<file path="src/rtl/pipe_stage.sv">
// Two-entry skid pipeline register between a valid/ready producer and consumer.
// Latency: 1 cycle from push into an empty stage to out_valid/out_data.
// Backpressure: in_ready is decoded from registered occupancy only; the skid entry absorbs one beat.
module pipe_stage #(
    parameter int                DATA_W     = 96,
    parameter logic [DATA_W-1:0] BUBBLE_VAL = '0,
    parameter int                CNT_W      = 16
) (
    input  logic              clk,
    input  logic              rst,
    input  logic              flush,
    input  logic              in_valid,
    input  logic [DATA_W-1:0] in_data,
    output logic              in_ready,
    output logic              out_valid,
    output logic [DATA_W-1:0] out_data,
    input  logic              out_ready,
    output logic [1:0]        occupancy,
    output logic [CNT_W-1:0]  stall_cnt
);

    localparam logic [CNT_W-1:0] CNT_MAX = '1;

    logic [1:0]        occ;
    logic [DATA_W-1:0] main_dat;
    logic [DATA_W-1:0] skid_dat;
    logic              push;
    logic              pop;

    assign in_ready  = (occ != 2'd2);
    assign out_valid = (occ != 2'd0);
    assign out_data  = out_valid ? main_dat : BUBBLE_VAL;
    assign occupancy = occ;

    assign push = in_valid & in_ready;
    assign pop  = out_valid & out_ready;

    // Control state: reset wins over flush, flush wins over push/pop.
    always_ff @(posedge clk) begin
        if (rst) begin
            occ       <= 2'd0;
            stall_cnt <= '0;
        end else begin
            if (out_valid && !out_ready && !flush && stall_cnt != CNT_MAX) begin
                stall_cnt <= stall_cnt + 1'b1;
            end
            if (flush) begin
                occ <= 2'd0;
            end else begin
                case (occ)
                    2'd0: if (push) occ <= 2'd1;
                    2'd1: begin
                        if (push && !pop)      occ <= 2'd2;
                        else if (!push && pop) occ <= 2'd0;
                    end
                    2'd2: if (pop) occ <= 2'd1;
                    default: occ <= occ;
                endcase
            end
        end
    end

    // Payload registers carry no reset; out_valid masks their contents.
    always_ff @(posedge clk) begin
        if (!rst && !flush) begin
            case (occ)
                2'd0: if (push) main_dat <= in_data;
                2'd1: begin
                    if (push && pop)  main_dat <= in_data;
                    else if (push)    skid_dat <= in_data;
                end
                2'd2: if (pop) main_dat <= skid_dat;
                default: ;
            endcase
        end
    end

endmodule

</file>
<file path="config.mk">
export PLATFORM = sky130hd
export DESIGN_NAME = pipe_stage
export DESIGN_NICKNAME = d
export VERILOG_FILES = /design/src/rtl/pipe_stage.sv
export SDC_FILE = /design/constraint.sdc
export NUM_CORES = 1
export LEC_CHECK = 0
export BUFFER_PORTS_ARGS = -buffer_cell sky130_fd_sc_hd__buf_4
export CAP_MARGIN = 20
export CORE_ASPECT_RATIO = 0.6
export CORE_MARGIN = 2
export CORE_UTILIZATION = 45
export CTS_BUF_LIST = sky130_fd_sc_hd__clkbuf_4 sky130_fd_sc_hd__clkbuf_8
export CTS_CLUSTER_SIZE = 10
export DETAILED_ROUTE_END_ITERATION = 16
export PLACE_DENSITY = 0.72
export SLEW_MARGIN = 10
export SYNTH_ARGS = -nofsm -noshare
export SYNTH_HDL_FRONTEND = slang
export SYNTH_SLANG_ARGS = --single-unit
export TNS_END_PERCENT = 100
</file>
<file path="constraint.sdc">
create_clock -name clk -period 13.2 [get_ports clk]
set_clock_uncertainty 0.15 [all_clocks]
set_input_delay 2.64 -clock clk [delete_from_list [all_inputs] [get_ports clk]]
set_output_delay 2.64 -clock clk [all_outputs]
set_load 0.01 [all_outputs]
</file>
==> Word-level counts from Yosys, hierarchy flattened <==
Index checks and enable logic that the tools add are counted.
{ "totals": {"input_bits": 101, "register_bits": 210} }
{ "op_classes": {"bitwise": 3, "addsub": 1, "n_reduce_logical": 19, "muxes": 10, "n_eq_ne": 8} }
{ "ops": {"columns": ["op", "n"], "rows": [
  ["96-bit two-way mux", 4],
  ["96-bit case mux with 3 select lines", 1],
  ["16-bit by 1-bit adder with 16-bit output (second input constant)", 1],
  ["16-bit != test (second input constant)", 1],
  ["2-bit two-way mux", 4],
  ["2-bit != test (second input constant)", 4],
  ["4-bit AND reduction", 2],
  ["1-bit logical AND", 7],
  ["2-bit case mux with 3 select lines", 1],
  ["1-bit zero test", 5],
  ["5-bit AND reduction", 1],
  ["3-bit != test (second input constant)", 1],
  ["3-bit nonzero test", 1],
  ["1-bit bitwise AND", 2],
  ["2-bit by 1-bit == test with 1-bit output (second input constant)", 1],
  ["2-bit == test (second input constant)", 1],
  ["2-bit zero test", 1],
  ["2-bit nonzero test", 1],
  ["2-bit OR reduction", 1],
  ["1-bit NOT", 1]
]} }

==> Longest topological paths before layout <==
{ "logic_depth": {"depth_word": 7, "depth_mapped": 8, "mapped_depth_nobuf": 7} }

==> Least setup slack after synthesis <==
Ideal clock, no wire load.
{ "synth_path": {"path_kind": "input-to-reg", "startpoint": "input port in_valid", "endpoint": "register main_dat[0], enable pin", "required_time_ns": 12.231, "path_slack_ns": -0.610, "n_path_buf": 0, "stages": 4, "arrival_time_ns": 12.842, "path_cell_list": "and2_1 -> ha_1 -> a211oi_1 -> nor4b_1"} }
{ "synth_via": {"elab_chain_cells": 4} }
{ "synth_lines": {"columns": ["element", "line_no", "source"], "rows": [
  ["from (decl)", "12", "input logic in_valid,"],
  ["1-bit bitwise AND (*)", "35", "assign push = in_valid & in_ready;"],
  ["1-bit logical AND", "69", "if (push && pop) main_dat <= in_data;"],
  ["2-bit != test (no line)", null, null],
  ["5-bit AND reduction (no line) (*)", null, null],
  ["to (signal assigned)", "67", "2'd0: if (push) main_dat <= in_data;"],
  ["to (signal assigned)", "69", null],
  ["to (signal assigned)", "72", "2'd2: if (pop) main_dat <= skid_dat;"],
  ["to (decl)", "25", "logic [DATA_W-1:0] main_dat;"]
]} }
Every way passes the cells marked *; elsewhere a longest branch is shown, timed or not.
A chain may end at the register's enable or synchronous reset.

==> Worst setup path in the final report <==
{ "layout_path": {"startpoint": "register occ[0], in the netlist occupancy[0]", "endpoint": "output port out_data[48]"} }
{ "layout_via": {"elab_chain_cells": 2} }
{ "layout_lines": {"columns": ["element", "line_no", "source"], "rows": [
  ["from (decl)", "24", "logic [1:0] occ;"],
  ["from (signal assigned)", "41", "occ <= 2'd0;"],
  ["from (signal assigned)", "48", "occ <= 2'd0;"],
  ["from (signal assigned)", "51", "2'd0: if (push) occ <= 2'd1;"],
  ["2-bit nonzero test", "31", "assign out_valid = (occ != 2'd0);"],
  ["96-bit two-way mux", "32", "assign out_data = out_valid ? main_dat : BUBBLE_VAL;"],
  ["to (decl)", "16", "output logic [DATA_W-1:0] out_data,"]
]} }
No other way between the ends.

==> impl_metrics.csv <==
group,metric,value,unit
outcome,status,"complete, no violations",
sta,setup_viol,0,
die,die_w,182,µm
die,die-area,0.0203,mm²
die,row_count,39,
routing,avgRoutedWirePerCell,15.7,µm
placement,place_congestion,0.798,
routing,drt_wl_total,19.2,mm
finish,drive_above_1_share,0.289,
synthesis,synth_edf_count,192,
placement,io_buffer_count,216,
synthesis,synthTopCellsByCount,"297 x nand2_1, 192 x edfxtp_1, 97 x and2_1",
pwr,fin_total_pwr,1.32,mW
placement,dp_cells,1164,
clock_tree,clock_sinks,210,
sta,fmax,186,MHz
global_routing,first_global_vias,5535,
sta,slew_violations,0,
synthesis,synth_top_cell_by_area,"edfxtp_1",
global_routing,antenna_found_initial,0,
synthesis,async_reset_ff_frac,0,
sta,relSlewSlack,0.267,
finish,design_area,0.0110,mm²
worst_setup_path,crit_fanout,54,
die,core_region_area,0.0189,mm²
finish,areaGrowthSynthToFinish,28.5,%
worst_hold_path,hp-class,"reg -> reg",
die,start_util,0.455,
sta,finalHoldViolCount,0,
routing,drc,0,
clock_tree,clock-root-buffer,"clkbuf_8",
sta,fin_crit_sh,0.408,
clock_tree,cts_tree,"built",
clock_tree,cts-hold-fix-buffers,0,
routing,drt_iter0_drc,407,
die,top_level_ports,217,
synthesis,synth_top_area_share,0.671,
synthesis,seq_area_frac_synth,0.713,
synthesis,synthesis.area,0.00860,mm²
clock_tree,cts_resized,0,
worst_setup_path,crit_path_start_kind,"register",
finish,n_antenna_cell,0,
sta,rsz0062_at_grt,"no",
sta,tightestPinTransition,1100,ps
synthesis,synth_seq_cells,210,
clock_tree,clkTransAtPathRegs,60,ps
synthesis,syn_nets,834,
clock_tree,cts.path.max_buffers,3,
finish,final_net_count,1056,
routing,ant_nets,0,
clock_tree,postCtsSetupBuffers,0,
pwr,power_density,119,mW/mm²
clock_tree,worstSkewPairLatency,560,ps
sta,min_period,5380,ps
worst_setup_path,critPathRequiredTime,10410,ps
pwr,leakagePower,4.60,nW
synthesis,avgSynthCellArea,11.8,µm²
routing,avgViaCountPerCell,4.86,
finish,instances_no_fill,1222,
global_routing,grt_start_max_net_pins,98,
global_routing,overflow,0,
clock_tree,cts_max_level,1,
placement,dpl_cell_area,0.0105,mm²
worst_setup_path,cp.arrival,2590,ps
global_routing,grt.total_usage,0.186,
synthesis,synthTopCellsByArea,"edfxtp_1 67%, nand2_1 13%, and2_1 7.1%",
placement,detailed_place_hpwl,12.0,mm
routing,drt_first_pass_iters,5,
worst_setup_path,crit_type,"reg -> out",
clock_tree,numCtsBuffers,31,
placement,dp_slack,8110,ps
synthesis,syn_inst,729,
routing,vias,5937,
sta,setup_tns,0,ps
pwr,ir_drop,68.8,µV
die,die_h,111,µm
worst_setup_path,worstSetupEndpointType,"output port",
flow_run,maxCapViolCount,0,
synthesis,yosysWarnings,0,
global_routing,grt_pass1_wl,29.7,mm
synthesis,synth_most_common_cell,"nand2_1",
sta,setup_ws,7820,ps
synthesis,synthFlopType,"edfxtp_1",
synthesis,yosysUniqueCellTypes,41,
-- cell type report --
cell class | instances | area, µm²
well taps | 246 | 308
inverters | 6 | 23.8
clock buffers | 42 | 509
fillers | 1594 | 7840
clock inverters | 16 | 65.1
flip-flops and latches | 210 | 6130
multi-input cells | 478 | 2340
repair buffers | 224 | 1680
-- final timing paths --
kind	from	to	slack, ps	depth (start not counted)
setup reg to reg	occupancy[0]	skid_dat[91]	9090	9
hold / removal	skid_dat[94]	main_dat[94]	350	2
setup / recovery	occupancy[0]	out_data[48]	7820	5
hold reg to reg	skid_dat[94]	main_dat[94]	350	2
-- metrics by stage --
step,hold WS (ps),util
2_1_floorplan,334,-
3_3_place_gp,338,0.555
3_5_place_dp,342,0.555
4_1_cts,358,0.585
5_1_grt,373,0.585
6_report,355,0.585
-- where the power goes --
group / switching (mW) / internal [mW] / leakage (nW) / total, mW
Sequential: 0.00317 / 0.739 / 1.89 / 0.743
Combinational: 0.0428 / 0.0424 / 2.41 / 0.0853
Clock: 0.239 / 0.249 / 0.299 / 0.487
Total: 0.285 / 1.03 / 4.60 / 1.32
-- cells in the final DEF (no fill, tap or decap), types with 3 or more instances in the layout --
cell type / synthesis / layout
a211oi_1: 4 / 4
buf_4: 0 / 224
or4_1: 10 / 10
dfxtp_1: 18 / 18
nand3_1: 3 / 3
edfxtp_1: 192 / 192
clkbuf_4: 0 / 11
and2_1: 97 / 97
clkbuf_8: 0 / 31
nand2_1: 297 / 297
inv_1: 4 / 4
clkinv_1: 1 / 14
a21oi_1: 12 / 12
nand4_1: 4 / 4
ha_1: 4 / 4
o31ai_1: 8 / 8
nor4_1: 4 / 3
o21ai_0: 3 / 3
nor2_1: 6 / 6
-- kinds of logic after synthesis --
kind of cell,synth area share
AO/OA/AOI/OAI,0.0231
flip-flops,0.713
multiplexers,0.00262
buffers and inverters,0.0183
AND/OR/NAND/NOR,0.238
adder cells (fa/ha/maj),0.00582
-- critical path, cell delays in order (launching register included) --
cell     delay, ps
dfxtp_1        480
nor2_2         100
inv_2          560
buf_4          480
and2_1         240
buf_4          140
-- sequential cells by signal (all words and copies together), names as in the netlist --
register	cells
main_dat	96
occupancy	2
skid_dat	96
stall_cnt	16
-- layer usage --
| metal | track usage | part of all wire |
|---|---|---|
| met1 | 0.285 | 0.48 |
| met2 | 0.261 | 0.41 |
| met3 | 0.0565 | 0.099 |
| met4 | 0.0382 | 0.015 |
| met5 | 0 | 0 |
No activity file was read; power rests on OpenSTA's default activity.
